--- src/rtl/thermo_pkg.sv ---
// Shared definitions for the serial thermometer path: width helpers and FSM states.
package thermo_pkg;

  // Width of the signed bipolar value carried on the thermometer path.
  function automatic int VAL_W(input int n);
    return $clog2(n) + 2;
  endfunction

  // Width of a ones count / bit index, able to hold 0..n.
  function automatic int CNT_W(input int n);
    return $clog2(n) + 1;
  endfunction

  typedef enum logic [0:0] {
    IDLE  = 1'b0,
    SHIFT = 1'b1
  } thermo_state_e;

endpackage

--- src/rtl/thermo_offset_remove.sv ---
// Removes the bipolar offset from a signed value, giving the number of ones in
// a thermometer frame. Inverse of the counter's offset stage (value = 2*count - N).
module thermo_offset_remove
  import thermo_pkg::*;
#(
  parameter int SERIAL_INPUT_LENGTH = 64
) (
  input  logic signed [VAL_W(SERIAL_INPUT_LENGTH)-1:0] value_in,
  output logic        [CNT_W(SERIAL_INPUT_LENGTH)-1:0] count,
  output logic                                         sat,
  output logic                                         par_err
);

  localparam int N  = SERIAL_INPUT_LENGTH;
  localparam int VW = VAL_W(N);
  localparam int SW = VW + 1;
  localparam int CW = CNT_W(N);
  localparam logic signed [SW-1:0] N_S = SW'(N);

  logic signed [SW-1:0] sum;
  logic signed [SW-1:0] half;

  // Clamp the halved sum into 0..N; the top bit of the result flags saturation.
  function automatic logic [CW:0] saturate(input logic signed [SW-1:0] h);
    if (h[SW-1])
      return {1'b1, CW'(0)};
    else if (h > N_S)
      return {1'b1, CW'(N)};
    else
      return {1'b0, h[CW-1:0]};
  endfunction

  // One extra bit of headroom keeps value_in + N from overflowing.
  assign sum            = $signed({value_in[VW-1], value_in}) + N_S;
  assign half           = sum >>> 1;
  assign {sat, count}   = saturate(half);
  assign par_err        = sum[0];

endmodule

--- src/rtl/thermometer_serializer.sv ---
// Serializes a signed value into an N-bit thermometer frame, one bit per clock,
// with frame_start on the first bit and a done pulse after the last.
module thermometer_serializer
  import thermo_pkg::*;
#(
  parameter int SERIAL_INPUT_LENGTH = 64,
  parameter bit ONES_FIRST          = 1'b1
) (
  input  logic                                         clk,
  input  logic                                         rst,
  input  logic                                         start,
  input  logic signed [VAL_W(SERIAL_INPUT_LENGTH)-1:0] value_in,
  output logic                                         ready,
  output logic                                         serial_out,
  output logic                                         serial_valid,
  output logic                                         frame_start,
  output logic                                         done,
  output logic                                         sat_flag,
  output logic                                         parity_err
);

  localparam int N  = SERIAL_INPUT_LENGTH;
  localparam int CW = CNT_W(N);

  thermo_state_e   state_p0, state_d;
  logic [CW-1:0]   idx_p0, idx_d;
  logic [CW-1:0]   count_p0;
  logic [CW-1:0]   count_c;
  logic            sat_c, par_c;
  logic            load;
  logic            bit_d, vld_d, fs_d, done_d;

  thermo_offset_remove #(
    .SERIAL_INPUT_LENGTH(N)
  ) u_offset (
    .value_in (value_in),
    .count    (count_c),
    .sat      (sat_c),
    .par_err  (par_c)
  );

  // Idle only once the last bit has left the output register.
  assign ready = (state_p0 == IDLE) && !serial_valid;

  // Next state, next idx and next registered outputs.
  always_comb begin
    state_d = state_p0;
    idx_d   = idx_p0;
    load    = 1'b0;
    bit_d   = 1'b0;
    vld_d   = 1'b0;
    fs_d    = 1'b0;
    done_d  = 1'b0;
    case (state_p0)
      IDLE: begin
        done_d = serial_valid;
        if (start && !serial_valid) begin
          load    = 1'b1;
          idx_d   = '0;
          state_d = SHIFT;
        end
      end
      SHIFT: begin
        vld_d = 1'b1;
        fs_d  = (idx_p0 == '0);
        if (ONES_FIRST)
          bit_d = (idx_p0 < count_p0);
        else
          bit_d = (idx_p0 >= (CW'(N) - count_p0));
        idx_d = idx_p0 + CW'(1);
        if (idx_p0 == CW'(N - 1))
          state_d = IDLE;
      end
      default: state_d = IDLE;
    endcase
  end

  // State, index and per-frame flags.
  always_ff @(posedge clk or negedge rst) begin
    if (!rst) begin
      state_p0   <= IDLE;
      idx_p0     <= '0;
      sat_flag   <= 1'b0;
      parity_err <= 1'b0;
    end else begin
      state_p0 <= state_d;
      idx_p0   <= idx_d;
      if (load) begin
        sat_flag   <= sat_c;
        parity_err <= par_c;
      end
    end
  end

  // Captured ones count; a data register, only written on accept.
  always_ff @(posedge clk) begin
    if (load)
      count_p0 <= count_c;
  end

  // Registered serial outputs.
  always_ff @(posedge clk or negedge rst) begin
    if (!rst) begin
      serial_out   <= 1'b0;
      serial_valid <= 1'b0;
      frame_start  <= 1'b0;
      done         <= 1'b0;
    end else begin
      serial_out   <= bit_d;
      serial_valid <= vld_d;
      frame_start  <= fs_d;
      done         <= done_d;
    end
  end

endmodule
--- config.mk ---
export PLATFORM = sky130hd
export DESIGN_NAME = thermometer_serializer
export DESIGN_NICKNAME = d
export VERILOG_FILES = /design/src/rtl/thermo_pkg.sv /design/src/rtl/thermo_offset_remove.sv /design/src/rtl/thermometer_serializer.sv
export SDC_FILE = /design/constraint.sdc
export NUM_CORES = 1
export LEC_CHECK = 0
export BUFFER_PORTS_ARGS = -buffer_cell sky130_fd_sc_hd__clkbuf_2
export CORE_MARGIN = 1
export CORE_UTILIZATION = 40
export DETAILED_ROUTE_END_ITERATION = 10
export PLACE_DENSITY = 0.69
export REMOVE_ABC_BUFFERS = 1
export SLEW_MARGIN = 40
export SYNTH_ARGS = -nofsm -noshare
export SYNTH_HDL_FRONTEND = slang
export SYNTH_SLANG_ARGS = --single-unit
--- constraint.sdc ---
create_clock -name clk -period 1.3 [get_ports clk]
set_clock_uncertainty 0.05 [all_clocks]
set_input_delay 0.26 -clock clk [delete_from_list [all_inputs] [get_ports clk]]
set_output_delay 0.26 -clock clk [all_outputs]
set_load 0.02 [all_outputs]
==> Yosys cells after proc, flatten, opt, wreduce, memory -nomap -nowiden <==
Cells that the tools add are included.
{ "totals": {"regBits": 21, "inputBits": 11, "output_inout_bits": 7, "wordCells": 34} }
{ "op_classes": {"add_sub_neg": 2, "magnitude_cmp": 2, "eq_ne": 2, "n_mux": 12, "bitwise": 1, "n_reduce_logical": 5} }
{ "op_table": {"columns": ["operator", "count"], "rows": [
  ["2-to-1 mux 8 bit", 2],
  ["case mux 7 bit (2 select lines)", 1],
  ["adder 8 x 8 -> 9 bit (second input constant)", 1],
  ["greater-than comparator 8 bit (second input constant)", 1],
  ["adder 7 x 1 -> 7 bit (second input constant)", 1],
  ["== test 7 x 6 -> 1 bit (second input constant)", 1],
  ["logical NOT 7 bit", 1],
  ["less-than comparator 7 bit", 1],
  ["2-to-1 mux 1 bit", 7],
  ["2-to-1 mux 7 bit", 1],
  ["logical AND 1 bit", 2],
  ["!= test 2 x 1 -> 1 bit (second input constant)", 1],
  ["case mux 1 bit (2 select lines)", 1],
  ["OR reduction 2 bit", 1],
  ["logical NOT 1 bit", 1],
  ["NOT 1 bit", 1]
]} }

==> Depth between registers and ports, before layout <==
Gate-level depths: netlist (run 1).
{ "logic_depth": {"ltp_word": 4, "mapped_depth": 5, "depth_no_buf": 5} }

==> Modules after synthesis <==
From an unflattened synthesis (run 1), not the netlist that was laid out.
{ "unflattened": {"hier_cells": 92, "area_unflattened_um2": 1046.0} }
{ "modules_own_cells": {"columns": ["module", "instances", "cells_per_inst", "area_each_um2", "seq_area_each_um2"], "rows": [
  ["thermometer_serializer", 1, 79, 955.9, 560.5],
  ["thermo_offset_remove", 1, 13, 90.1, 0.0]
]} }

==> Least setup slack after synthesis (run 1) <==
OpenSTA, ideal clock, no wires.
{ "synth_timing": {"path_kind": "reg-to-reg", "from": "register serial_valid", "to": "register count_p0[0] (enable)", "arrival_time_ns": 1.097, "required_ns": 0.941, "slack_ns": -0.156, "path_stages_with_launch": 4, "path_buffers": 1, "synth_period_minus_slack_ns": 1.456, "cell_sequence": "dfrtp_1 or3b_1 buf_2 inv_2"} }
{ "synth_via": {"elab_chain_cells": 4} }
{ "synth_rtl": {"columns": ["element", "line_no", "rtl"], "rows": [
  ["start: declaration", "thermometer_serializer.sv:15", "output logic serial_valid,"],
  ["start signal: assignment", "thermometer_serializer.sv:110", "serial_valid <= vld_d;"],
  ["logical NOT 1 bit", "thermometer_serializer.sv:57", "if (start && !serial_valid) begin"],
  ["logical AND 1 bit", "thermometer_serializer.sv:57", null],
  ["2-to-1 mux 1 bit", "thermometer_serializer.sv:57", null],
  ["2-to-1 mux 1 bit", "thermometer_serializer.sv:54", "case (state_p0)"],
  ["named net load", "thermometer_serializer.sv:30", "logic load;"],
  ["end signal: assignment", "thermometer_serializer.sv:98", "count_p0 <= count_c;"],
  ["end: declaration", "thermometer_serializer.sv:27", "logic [CW-1:0] count_p0;"]
]} }
The timed path passes the listed nets, and every way through them passes these cells.
A chain may end at the register's enable or synchronous reset.

==> Worst setup path after layout (run 1) <==
{ "layout_timing": {"from": "register idx_p0[4]", "to": "register serial_out"} }
{ "layout_via": {"elab_chain_cells": 2} }
{ "layout_rtl": {"columns": ["element", "line_no", "rtl"], "rows": [
  ["start: declaration", "thermometer_serializer.sv:26", "logic [CW-1:0] idx_p0, idx_d;"],
  ["start signal: assignment", "thermometer_serializer.sv:87", "idx_p0 <= idx_d;"],
  ["less-than comparator 7 bit", "thermometer_serializer.sv:67", "bit_d = (idx_p0 < count_p0);"],
  ["2-to-1 mux 1 bit", "thermometer_serializer.sv:54", null],
  ["named net bit_d", "thermometer_serializer.sv:31", "logic bit_d, vld_d, fs_d, done_d;"],
  ["end signal: assignment", "thermometer_serializer.sv:109", "serial_out <= bit_d;"],
  ["end: declaration", "thermometer_serializer.sv:14", "output logic serial_out,"]
]} }
The timed path passes the listed nets, and every way through them passes these cells.

==> results of run 1 <==
[worst max-delay path, delay by kind of cell, from the launching register on]
family	cells	cell delay, ns
compound gates	2	0.45
simple gates	1	0.17
flops	1	0.41
fa+ha+maj	1	0.28
[state kept, by name, summed over array words and instances, names as in the netlist]
signal	cells
state_p0	1
frame_start	1
parity_err	1
count_p0	7
sat_flag	1
serial_valid	1
done	1
serial_out	1
idx_p0	7
[synthesized netlist by cell type (all sizes together)]
| cell type | n | area [µm²] |
|---|---|---|
| nor2 | 5 | 18.77 |
| or4 | 1 | 7.510 |
| nor3 | 2 | 10.01 |
| buf | 2 | 10.01 |
| nand4 | 2 | 12.51 |
| mux2 | 1 | 11.26 |
| nor2b | 1 | 6.260 |
| nand2b | 2 | 12.51 |
| o31ai | 1 | 7.510 |
| nand3 | 4 | 20.02 |
| dfrtp | 14 | 350.3 |
| a21o | 2 | 15.01 |
| o311ai | 1 | 8.760 |
| o21ai | 5 | 25.02 |
| o211ai | 2 | 15.01 |
| a221o | 1 | 10.01 |
| nand4bb | 1 | 11.26 |
| a31oi | 1 | 6.260 |
| or3b | 1 | 8.760 |
| edfxtp | 7 | 210.2 |
| and2 | 5 | 32.53 |
| and3 | 1 | 6.260 |
| inv | 12 | 45.04 |
| nand2 | 11 | 57.56 |
| ha | 11 | 137.6 |
| nor4 | 1 | 6.260 |
| a21oi | 2 | 10.01 |
[timing repair]
item | 4_1_cts | 5_1_grt
hold buffers | 1 | 0
hold endpoints to repair | 14 | 0
setup endpoints to repair | 15 | 19
pin swaps | 9 | 12
gates resized for setup | 19 | 15
setup buffers | 1 | 3
[power groups by stage]
stage                     sequential (µW)  clock [µW]  combinational (µW)
final                                 982         320                1180
after global routing                 1000         358                1290
after CTS                             973         339                1030
after detailed placement              974           0                 935
after global placement                966           0                 912
after floorplan                      1100           0                 426
[kinds of logic (layout without fill, tap and decap cells)]
family	count (synthesis)	in the layout	share of synthesized area, %
AO/OA/AOI/OAI	15	15	9.101
buffers and inverters	14	52	5.134
multiplexers	1	1	1.050
AND/OR/NAND/NOR	37	37	19.60
flip-flops	21	21	52.28
adder cells (fa/ha/maj)	11	11	12.84
[cell type report]
cell class                      instances  area [µm²]  share of cell area [%]
Clock buffer                            4       26.28                   1.759
Inverter                               12       52.55                   3.518
Multi-Input combinational cell         64       548.0                   36.68
Sequential cell                        21       560.5                   37.52
Tap cell                               30       37.54                   2.513
Timing Repair Buffer                   36       269.0                   18.01
[path summary, 6_finish.rpt]
check	startpoint	endpoint	slack [ns]	cells past startpoint
max in group asynchronous	rst	idx_p0[4]	0.61	2
hold / removal	value_in[0]	parity_err	0.08	3
min in group asynchronous	rst	serial_valid	0.32	2
setup / recovery	idx_p0[4]	serial_out	-0.12	4
setup reg to reg	idx_p0[4]	serial_out	-0.12	4
hold reg to reg	parity_err	parity_err	0.45	2
[per-layer routing]
layer | global-route usage [%] | vias to the layer above
met5 | 0 | -
met4 | 8.772 | 0
met3 | 3.107 | 3
met2 | 29.01 | 21
met1 | 17.67 | 391
li1 | - | 419
[stage by stage]
stage                     hold slack (ns)  utilization [%]  cells  worst slack [ns]  setup TNS, ns
after CTS                         0.06943            56.71    164           -0.1053        -0.2682
final                             0.07515            59.76    167           -0.1167        -0.2357
after floorplan                  -0.08559                -     97           -0.1904         -1.742
after detailed placement           0.1403            51.60    158           -0.1616         -1.217
after global routing              0.07507            59.76    167           -0.1712        -0.8775
after global placement             0.1310            51.60    158           -0.1140        -0.8176
==> impl_metrics.prom, run 1 <==
# TYPE chip_impl_metric gauge
chip_impl_metric{name="placedInstanceArea",unit="mm²"} 0.001290
chip_impl_info{name="timing.hold.worst.class",value="input port to flop"} 1
chip_impl_metric{name="drc_errors",unit=""} 0
chip_impl_metric{name="dr_total_vias",unit=""} 834
chip_impl_info{name="final_common_cell",value="sky130_fd_sc_hd__clkbuf_2"} 1
chip_impl_metric{name="die-area",unit="mm²"} 0.002892
chip_impl_metric{name="relSlewSlack",unit="%"} 75.90
chip_impl_metric{name="clock.fmax",unit="GHz"} 0.7059
chip_impl_metric{name="filler_cell_count",unit=""} 197
chip_impl_info{name="tritoncts",value="built"} 1
chip_impl_metric{name="cts.clk_slew.worst_paths",unit="ns"} 0.12
chip_impl_metric{name="power_per_cell_area",unit="mW/mm²"} 1658
chip_impl_metric{name="wl_met3",unit="µm"} 89
chip_impl_metric{name="worst-endpoint-arrival",unit="ns"} 1.60
chip_impl_metric{name="grt_pass1_vias",unit=""} 791
chip_impl_metric{name="worst_slack_setup_final",unit="ns"} -0.1167
chip_impl_metric{name="die_y",unit="µm"} 53.78
chip_impl_metric{name="timing.final.hold_violations",unit=""} 0
chip_impl_metric{name="post_synth.cell_area_avg",unit="µm²"} 10.83
chip_impl_metric{name="routedLengthMet1",unit="µm"} 835
chip_impl_metric{name="fin_area",unit="mm²"} 0.001494
chip_impl_metric{name="slowest_delay",unit="ns"} 0.41
chip_impl_metric{name="wl_met2",unit="µm"} 1130
chip_impl_metric{name="postSynthRegisterBits",unit=""} 21
chip_impl_metric{name="n_antenna_cell",unit=""} 0
chip_impl_info{name="route.top_layer_used",value="met4"} 1
chip_impl_metric{name="cellLeakagePower",unit="µW"} 0.0007174
chip_impl_metric{name="critPathRequiredTime",unit="ns"} 1.49
chip_impl_metric{name="synth_warnings",unit=""} 0
chip_impl_info{name="outcome",value="finished, violations left"} 1
chip_impl_metric{name="cts.path.max_buffers",unit=""} 2
chip_impl_metric{name="cts_max_level",unit=""} 1
chip_impl_metric{name="cts.sink_count",unit=""} 21
chip_impl_metric{name="core_region_area",unit="mm²"} 0.002500
chip_impl_metric{name="globalRoute.totalOverflow",unit=""} 0
chip_impl_metric{name="seq_area_frac_synth",unit="%"} 52.28
chip_impl_metric{name="sw_frac_of_total",unit="%"} 37.50
chip_impl_metric{name="fraction_of_final_layout_cells_with_drive_strength_greater_than_1",unit="%"} 44.53
chip_impl_metric{name="maxCapViolCount",unit=""} 0
chip_impl_metric{name="tightest_slew",unit="ns"} 0.3614
chip_impl_metric{name="detailedPlacementHpwl",unit="µm"} 1482
chip_impl_metric{name="avgRoutedWirePerCell",unit="µm"} 12.53
chip_impl_metric{name="die_width",unit="µm"} 53.78
chip_impl_metric{name="drt_first_iter_violations",unit=""} 8
chip_impl_metric{name="mappedNetlistArea",unit="mm²"} 0.001072
chip_impl_metric{name="antenna_found_initial",unit=""} 0
chip_impl_info{name="cp_cell_sequence",value="ha_1 > and3_4 > a221o_1 > a31oi_1"} 1
chip_impl_metric{name="p_r_area_growth_vs_syn",unit="%"} 39.32
chip_impl_metric{name="setup_viol",unit=""} 4
chip_impl_metric{name="timing.critical_path.fanout_max",unit=""} 2
chip_impl_metric{name="drt-vias-per-instance",unit=""} 4.994
chip_impl_info{name="worst_setup_path_end_kind",value="flop"} 1
chip_impl_metric{name="p_total",unit="µW"} 2477
chip_impl_metric{name="switching_power",unit="µW"} 929.0
chip_impl_info{name="critical_path.slowest_cell",value="sky130_fd_sc_hd__dfrtp_1"} 1
chip_impl_metric{name="grt_usage",unit="%"} 16.17
chip_impl_metric{name="tritoncts_buffers",unit=""} 3
chip_impl_metric{name="pwr-share-clk",unit="%"} 12.9
chip_impl_metric{name="floorplan.io_pins",unit=""} 18
chip_impl_metric{name="power.ir.vdd_worst",unit="µV"} 1012
chip_impl_info{name="cts-root-buf",value="sky130_fd_sc_hd__clkbuf_4"} 1
chip_impl_metric{name="rows",unit=""} 18
chip_impl_metric{name="io_buffer_count",unit=""} 17
chip_impl_metric{name="largest_net_degree_at_the_start_of_global_routing",unit=""} 15
chip_impl_metric{name="ys_types",unit=""} 31
chip_impl_metric{name="firstDrtPassIters",unit=""} 4
chip_impl_info{name="layout.cells.most_common_list",value="15 x sky130_fd_sc_hd__clkbuf_2, 14 x sky130_fd_sc_hd__dfrtp_1, 14 x sky130_fd_sc_hd__buf_4, 9 x sky130_fd_sc_hd__inv_1, 9 x sky130_fd_sc_hd__ha_1"} 1
chip_impl_metric{name="place_congestion",unit=""} 0.8080
chip_impl_metric{name="period_minus_slack",unit="ns"} 1.417
chip_impl_metric{name="syn-instance-count",unit=""} 99
chip_impl_info{name="critical_path.startpoint_type",value="flop"} 1
chip_impl_metric{name="drt-total-wl",unit="µm"} 2093
chip_impl_info{name="critical_path_class",value="flop to flop"} 1
chip_impl_metric{name="initial_utilization",unit="%"} 42.89
chip_impl_metric{name="drtAntennaViolNets",unit=""} 0
chip_impl_info{name="grt_setup_unrepaired",value="true"} 1
chip_impl_info{name="violations_in_the_final_reports",value="negative setup slack"} 1
chip_impl_metric{name="nNetsFinal",unit=""} 160
chip_impl_metric{name="seq_power_share",unit="%"} 39.7
chip_impl_metric{name="period_share",unit="%"} 109.0
chip_impl_metric{name="internal",unit="µW"} 1548
chip_impl_metric{name="clkLatencyLatePin",unit="ns"} 0.31
chip_impl_metric{name="grt_pass1_wl",unit="µm"} 3249
chip_impl_metric{name="timing_max_transition_violations_final",unit=""} 0
chip_impl_metric{name="comb_power_share",unit="%"} 47.4
(Power assumes the default switching activity.)
==> run 2: changes to the inputs <==
CORE_UTILIZATION = 49   (was 40)
PLACE_DENSITY = 0.81   (was 0.69)
==> impl_metrics.prom, run 2 (synthesis results as in run 1) <==
# TYPE chip_impl_metric gauge
chip_impl_metric{name="cts.clk_slew.worst_paths",unit="ns"} 0.11
chip_impl_metric{name="dp_worst_setup_slack",unit="ns"} -0.1676
chip_impl_metric{name="cts.sink_count",unit=""} 21
chip_impl_metric{name="initial_utilization",unit="%"} 53.56
chip_impl_metric{name="power_per_cell_area",unit="mW/mm²"} 1648
chip_impl_metric{name="timing.final.hold_violations",unit=""} 0
chip_impl_metric{name="hold_path_depth",unit=""} 3
chip_impl_metric{name="cts_max_level",unit=""} 1
chip_impl_metric{name="grt_util_met1",unit="%"} 22.52
chip_impl_metric{name="drt-vias-per-instance",unit=""} 5.210
chip_impl_metric{name="die_width",unit="µm"} 48.78
chip_impl_metric{name="setup_viol",unit=""} 15
chip_impl_metric{name="tightest_slew",unit="ns"} 0.3662
chip_impl_metric{name="critPathRequiredTime",unit="ns"} 1.47
chip_impl_metric{name="largest_net_degree_at_the_start_of_global_routing",unit=""} 15
chip_impl_metric{name="nNetsFinal",unit=""} 158
chip_impl_metric{name="period_minus_slack",unit="ns"} 1.410
chip_impl_metric{name="filler_cell_count",unit=""} 138
chip_impl_metric{name="cellLeakagePower",unit="µW"} 0.0007043
chip_impl_info{name="outcome",value="finished, violations left"} 1
chip_impl_metric{name="firstDrtPassIters",unit=""} 4
chip_impl_info{name="critical_path_class",value="flop to flop"} 1
chip_impl_metric{name="tritoncts_buffers",unit=""} 3
chip_impl_metric{name="io_buffer_count",unit=""} 17
chip_impl_metric{name="final_util",unit="%"} 74.25
chip_impl_metric{name="reg2reg_setup_slack",unit="ns"} -0.11
chip_impl_metric{name="clkLatencyLatePin",unit="ns"} 0.29
chip_impl_metric{name="worst_slack_setup_final",unit="ns"} -0.1104
chip_impl_metric{name="dpl.cell_count",unit=""} 155
chip_impl_metric{name="comb_power_share",unit="%"} 47.3
chip_impl_metric{name="drtAntennaViolNets",unit=""} 0
chip_impl_info{name="tritoncts",value="built"} 1
chip_impl_metric{name="sw_frac_of_total",unit="%"} 37.40
chip_impl_metric{name="detailedPlacementHpwl",unit="µm"} 1444
chip_impl_info{name="layout.cells.most_common_list",value="15 x sky130_fd_sc_hd__clkbuf_2, 14 x sky130_fd_sc_hd__dfrtp_1, 10 x sky130_fd_sc_hd__inv_1, 10 x sky130_fd_sc_hd__buf_4"} 1
chip_impl_info{name="worst_setup_path_end_kind",value="flop"} 1
chip_impl_metric{name="relSlewSlack",unit="%"} 75.59
chip_impl_metric{name="grt_util_met3",unit="%"} 3.738
chip_impl_metric{name="switching_power",unit="µW"} 916.5
chip_impl_metric{name="timing.critical_path.fanout_max",unit=""} 2
chip_impl_metric{name="rows",unit=""} 16
chip_impl_metric{name="globalRoute.totalOverflow",unit=""} 0
chip_impl_metric{name="timing_max_transition_violations_final",unit=""} 0
chip_impl_metric{name="drt_first_iter_violations",unit=""} 4
chip_impl_metric{name="p_total",unit="µW"} 2450
chip_impl_info{name="critical_path.startpoint_type",value="flop"} 1
chip_impl_metric{name="drc_errors",unit=""} 0
chip_impl_metric{name="period_share",unit="%"} 108.5
chip_impl_info{name="final_common_cell",value="sky130_fd_sc_hd__clkbuf_2"} 1
chip_impl_info{name="critical_path.slowest_cell",value="sky130_fd_sc_hd__edfxtp_1"} 1
chip_impl_metric{name="power.ir.vdd_worst",unit="µV"} 986.1
chip_impl_info{name="grt-busiest-layer",value="met2"} 1
chip_impl_metric{name="grt_pass1_vias",unit=""} 763
chip_impl_metric{name="drt-total-wl",unit="µm"} 2208
chip_impl_metric{name="pwr-share-clk",unit="%"} 12.2
chip_impl_metric{name="avgRoutedWirePerCell",unit="µm"} 13.63
chip_impl_info{name="kind_of_cell_with_the_highest_combined_delay_on_the_critical_path",value="compound AO/OA/AOI/OAI gates"} 1
chip_impl_info{name="violations_in_the_final_reports",value="negative setup slack"} 1
chip_impl_metric{name="floorplan.io_pins",unit=""} 18
chip_impl_metric{name="groute.layer.met2.usage",unit="%"} 31.94
chip_impl_metric{name="path_buf_inv",unit=""} 1
chip_impl_metric{name="slowest_delay",unit="ns"} 0.41
chip_impl_metric{name="final_cell_count_no_fill",unit=""} 162
chip_impl_metric{name="worst-path-stages",unit=""} 5
chip_impl_metric{name="grt_pass1_wl",unit="µm"} 3284
chip_impl_metric{name="p_r_area_growth_vs_syn",unit="%"} 38.62
chip_impl_info{name="cp_cell_sequence",value="inv_2 > ha_4 > a21o_1 > a221o_1 > a31oi_1"} 1
chip_impl_metric{name="maxCapViolCount",unit=""} 0
chip_impl_metric{name="dr_total_vias",unit=""} 844
chip_impl_metric{name="fraction_of_final_layout_cells_with_drive_strength_greater_than_1",unit="%"} 41.48
chip_impl_metric{name="die_y",unit="µm"} 48.78
chip_impl_metric{name="clock.fmax",unit="GHz"} 0.7090
chip_impl_metric{name="cts.path.max_buffers",unit=""} 2
chip_impl_info{name="grt_setup_unrepaired",value="true"} 1
chip_impl_metric{name="worst-endpoint-arrival",unit="ns"} 1.58
chip_impl_metric{name="ff_to_ff_path_depth",unit=""} 5
chip_impl_metric{name="seq_power_share",unit="%"} 40.5
chip_impl_info{name="top_regs",value="count_p0 x7, idx_p0 x7"} 1
chip_impl_metric{name="place_congestion",unit=""} 0.7795
chip_impl_info{name="cts-root-buf",value="sky130_fd_sc_hd__clkbuf_4"} 1
chip_impl_metric{name="grt_usage",unit="%"} 18.68
chip_impl_info{name="timing.hold.worst.class",value="input port to flop"} 1
chip_impl_metric{name="core_region_area",unit="mm²"} 0.002002
chip_impl_metric{name="internal",unit="µW"} 1534
chip_impl_metric{name="die-area",unit="mm²"} 0.002379
chip_impl_metric{name="antenna_found_initial",unit=""} 0
chip_impl_metric{name="n_antenna_cell",unit=""} 0
==> run 2: cell types whose count changed in the layout (fill, tap and decap cells not counted), moves of 2 or more <==
cell and change:
sky130_fd_sc_hd__buf_4 -4, sky130_fd_sc_hd__buf_6 +3, sky130_fd_sc_hd__buf_8 -2, sky130_fd_sc_hd__nand2_2 -2
==> run 2: cell type report <==
type	instances	area, µm²	area share (%)
inverter	12	47.55	3.199
clock buffer	4	26.28	1.768
timing repair buffer	33	242.7	16.33
tap	27	33.78	2.273
timing repair inverter	1	7.507	0.5050
sequential	21	560.5	37.71
multi-input combinational	64	568.0	38.22
==> run 2: worst paths after layout <==
check / end / startpoint
worst max-delay path: serial_out / count_p0[5]
max in group asynchronous: idx_p0[2] / rst
worst min register to register: parity_err / parity_err
min in group asynchronous: idx_p0[6] / rst
worst max register to register: serial_out / count_p0[5]
worst min-delay path: parity_err / value_in[0]
==> run 2: worst register-to-register path: stages, from the launching register on <==
cell and delay, ns:
sky130_fd_sc_hd__edfxtp_1 0.41, sky130_fd_sc_hd__inv_2 0.10, sky130_fd_sc_hd__ha_4 0.21, sky130_fd_sc_hd__a21o_1 0.15, sky130_fd_sc_hd__a221o_1 0.30, sky130_fd_sc_hd__a31oi_1 0.13
==> run 2: metal layers <==
layer | share of wire, % | wire, µm
met1 | 41 | 903
met2 | 55 | 1214
met3 | 2.4 | 54
met4 | 1.7 | 37
met5 | 0 | 0
==> run 2: what timing repair did <==
item | CTS | global route
gates cloned | 1 | 0
endpoints found under the setup margin | 15 | 18
setup buffers | 1 | 0
hold endpoints to repair | 14 | 0
pin swaps | 9 | 9
resized for setup | 10 | 23
hold buffers | 1 | 0
==> run 2: power by group through the flow <==
stage               logic [µW]  clock network (µW)  registers [µW]
floorplan                  426                   0            1100
global placement           896                   0             969
detailed placement         928                   0             982
CTS                        983                 311             971
global route              1270                 348            1010
finish                    1160                 299             991
==> run 2: per-stage QoR <==
stage	hold WS [ns]	cell area [µm²]	TNS [ns]
2_1_floorplan	-0.08559	1062	-1.742
3_3_place_gp	0.1334	1286	-0.5130
3_5_place_dp	0.1354	1286	-0.7495
4_1_cts	0.09583	1384	-0.3061
5_1_grt	0.1051	1486	-0.9042
6_report	0.1002	1486	-0.5528
==> run 3: changes to the inputs <==
CORE_UTILIZATION = 58   (was 49)
PLACE_DENSITY = 0.89   (was 0.81)
SETUP_SLACK_MARGIN = 0.05   (was default)
clock period = 1.7 ns   (was 1.3 ns; I/O delays follow)
==> impl_metrics.prom, run 3 (synthesis results as in run 1) <==
# TYPE chip_impl_metric gauge
chip_impl_metric{name="die-area",unit="mm²"} 0.002025
chip_impl_info{name="top_regs",value="count_p0 x7, idx_p0 x7"} 1
chip_impl_metric{name="cts.clk_slew.worst_paths",unit="ns"} 0.12
chip_impl_info{name="grt_setup_unrepaired",value="false"} 1
chip_impl_metric{name="largest_net_degree_at_the_start_of_global_routing",unit=""} 15
chip_impl_metric{name="clock.fmax",unit="GHz"} 0.6458
chip_impl_metric{name="tritoncts_buffers",unit=""} 3
chip_impl_metric{name="critPathRequiredTime",unit="ns"} 1.88
chip_impl_metric{name="io_buffer_count",unit=""} 17
chip_impl_info{name="worst_setup_path_startpoint",value="idx_p0[5]"} 1
chip_impl_info{name="layout.cells.most_common_list",value="17 x sky130_fd_sc_hd__clkbuf_2, 14 x sky130_fd_sc_hd__dfrtp_1, 11 x sky130_fd_sc_hd__inv_1, 11 x sky130_fd_sc_hd__ha_1, 10 x sky130_fd_sc_hd__nand2_1"} 1
chip_impl_metric{name="period_minus_slack",unit="ns"} 1.548
chip_impl_metric{name="tightest_slew",unit="ns"} 0.3513
chip_impl_metric{name="die_width",unit="µm"} 45.00
chip_impl_metric{name="period_share",unit="%"} 91.08
chip_impl_info{name="critical_path_sink",value="serial_out"} 1
chip_impl_metric{name="p_r_area_growth_vs_syn",unit="%"} 14.82
chip_impl_info{name="timing.hold.worst.class",value="input port to flop"} 1
chip_impl_metric{name="dpl.cell_count",unit=""} 141
chip_impl_metric{name="cts.path.max_buffers",unit=""} 2
chip_impl_metric{name="dr_total_vias",unit=""} 806
chip_impl_info{name="rr_startpoint",value="idx_p0[5]"} 1
chip_impl_metric{name="setup_viol",unit=""} 0
chip_impl_metric{name="timing.final.hold_violations",unit=""} 0
chip_impl_info{name="worst_r2r_endpoint",value="serial_out"} 1
chip_impl_metric{name="fin_area",unit="mm²"} 0.001231
chip_impl_metric{name="drtAntennaViolNets",unit=""} 0
chip_impl_metric{name="cellLeakagePower",unit="µW"} 0.0006160
chip_impl_metric{name="drc_errors",unit=""} 0
chip_impl_metric{name="nNetsFinal",unit=""} 144
chip_impl_metric{name="power_per_cell_area",unit="mW/mm²"} 1306
chip_impl_metric{name="final_cell_count_no_fill",unit=""} 146
chip_impl_info{name="tritoncts",value="built"} 1
chip_impl_metric{name="power.ir.vdd_worst",unit="µV"} 905.3
chip_impl_metric{name="ff_to_ff_path_depth",unit=""} 4
chip_impl_metric{name="die_y",unit="µm"} 45.00
chip_impl_info{name="critical_path_class",value="flop to flop"} 1
chip_impl_metric{name="grt_pass1_wl",unit="µm"} 3291
chip_impl_metric{name="placedInstanceArea",unit="mm²"} 0.001194
chip_impl_metric{name="cts_max_level",unit=""} 1
chip_impl_metric{name="cts_repair_resize_count",unit=""} 0
chip_impl_metric{name="place_congestion",unit=""} 0.7703
chip_impl_metric{name="clkLatencyLatePin",unit="ns"} 0.30
chip_impl_metric{name="globalRoute.totalOverflow",unit=""} 0
chip_impl_metric{name="drt_first_iter_violations",unit=""} 8
chip_impl_info{name="cts-root-buf",value="sky130_fd_sc_hd__clkbuf_4"} 1
chip_impl_metric{name="floorplan.io_pins",unit=""} 18
chip_impl_metric{name="dp_worst_setup_slack",unit="ns"} 0.1818
chip_impl_metric{name="cts.sink_count",unit=""} 21
chip_impl_metric{name="initial_utilization",unit="%"} 62.10
chip_impl_metric{name="worst-endpoint-arrival",unit="ns"} 1.73
chip_impl_metric{name="timing_max_transition_violations_final",unit=""} 0
chip_impl_info{name="final_common_cell",value="sky130_fd_sc_hd__clkbuf_2"} 1
chip_impl_metric{name="n_antenna_cell",unit=""} 0
chip_impl_metric{name="rows",unit=""} 15
chip_impl_info{name="critical_path.startpoint_type",value="flop"} 1
chip_impl_metric{name="relSlewSlack",unit="%"} 76.58
chip_impl_metric{name="setup_tns",unit="ns"} 0
chip_impl_info{name="outcome",value="finished clean"} 1
chip_impl_metric{name="core_region_area",unit="mm²"} 0.001727
chip_impl_metric{name="filler_cell_count",unit=""} 135
chip_impl_metric{name="grt_pass1_vias",unit=""} 768
chip_impl_metric{name="grt_usage",unit="%"} 23.34
chip_impl_metric{name="antenna_found_initial",unit=""} 0
chip_impl_metric{name="maxCapViolCount",unit=""} 0
chip_impl_metric{name="detailedPlacementHpwl",unit="µm"} 1531
chip_impl_metric{name="reg2reg_setup_slack",unit="ns"} 0.15
chip_impl_metric{name="avgRoutedWirePerCell",unit="µm"} 13.49
chip_impl_metric{name="fraction_of_final_layout_cells_with_drive_strength_greater_than_1",unit="%"} 22.31
chip_impl_metric{name="drt-vias-per-instance",unit=""} 5.521
chip_impl_metric{name="worst_slack_setup_final",unit="ns"} 0.1516
chip_impl_info{name="worst_setup_path_end_kind",value="flop"} 1
chip_impl_metric{name="timing.critical_path.fanout_max",unit=""} 5
chip_impl_metric{name="drt-total-wl",unit="µm"} 1969
chip_impl_metric{name="firstDrtPassIters",unit=""} 4
[run 3: repair_timing]
| item | CTS | global route |
|---|---|---|
| hold buffers | 1 | 0 |
| endpoints found under the hold margin | 14 | 0 |
| buffers inserted | 0 | 0 |
[run 3: critical path, cell delays in order (launching register included)]
cell	delay, ns
sky130_fd_sc_hd__dfrtp_1	0.44
sky130_fd_sc_hd__ha_1	0.33
sky130_fd_sc_hd__a21o_1	0.19
sky130_fd_sc_hd__a221o_1	0.34
sky130_fd_sc_hd__a31oi_1	0.13
[run 3: cell type report]
class	instances	area (µm²)	share of cell area (%)
sequential	21	560.5	45.53
clock buffer	3	22.52	1.829
inverter	12	45.04	3.659
clock inverter	1	5.005	0.4065
multi-input combinational	64	456.7	37.09
tap	25	31.28	2.541
timing repair buffer	20	110.1	8.943
[run 3: layer usage]
layer | GRT usage (%) | vias up | share of wire [%]
met2 | 40.00 | 30 | 52
met1 | 26.12 | 381 | 40
met3 | 6.000 | 8 | 4.0
met5 | 0 | - | 0
li1 | - | 387 | -
met4 | 13.33 | 0 | 3.1
[run 3: power breakdown]
group / switching [µW] / total (µW) / internal [µW]
Combinational: 325 / 573 / 249
Clock: 154 / 241 / 87.7
Sequential: 138 / 793 / 655
[run 3: worst min-delay path by stage]
| stage | slack [ns] | cells after the start | startpoint | to |
|---|---|---|---|---|
| after floorplan | -0.006 | 0 | rst | done |
| after global placement | 0.21 | 1 | rst | idx_p0[6] |
| after detailed placement | 0.21 | 1 | rst | idx_p0[6] |
| after CTS | 0.16 | 3 | value_in[0] | parity_err |
| after global routing | 0.17 | 3 | value_in[0] | parity_err |
| final | 0.17 | 3 | value_in[0] | parity_err |
[run 3: per-stage QoR]
step / hold WS [ns] / util (%) / power [µW]
after floorplan: -0.005591 / - / 1163
after global placement: 0.2121 / 69.13 / 1302
after detailed placement: 0.2073 / 69.13 / 1368
after CTS: 0.1631 / 71.30 / 1610
after global routing: 0.1718 / 71.30 / 1718
final: 0.1684 / 71.30 / 1608
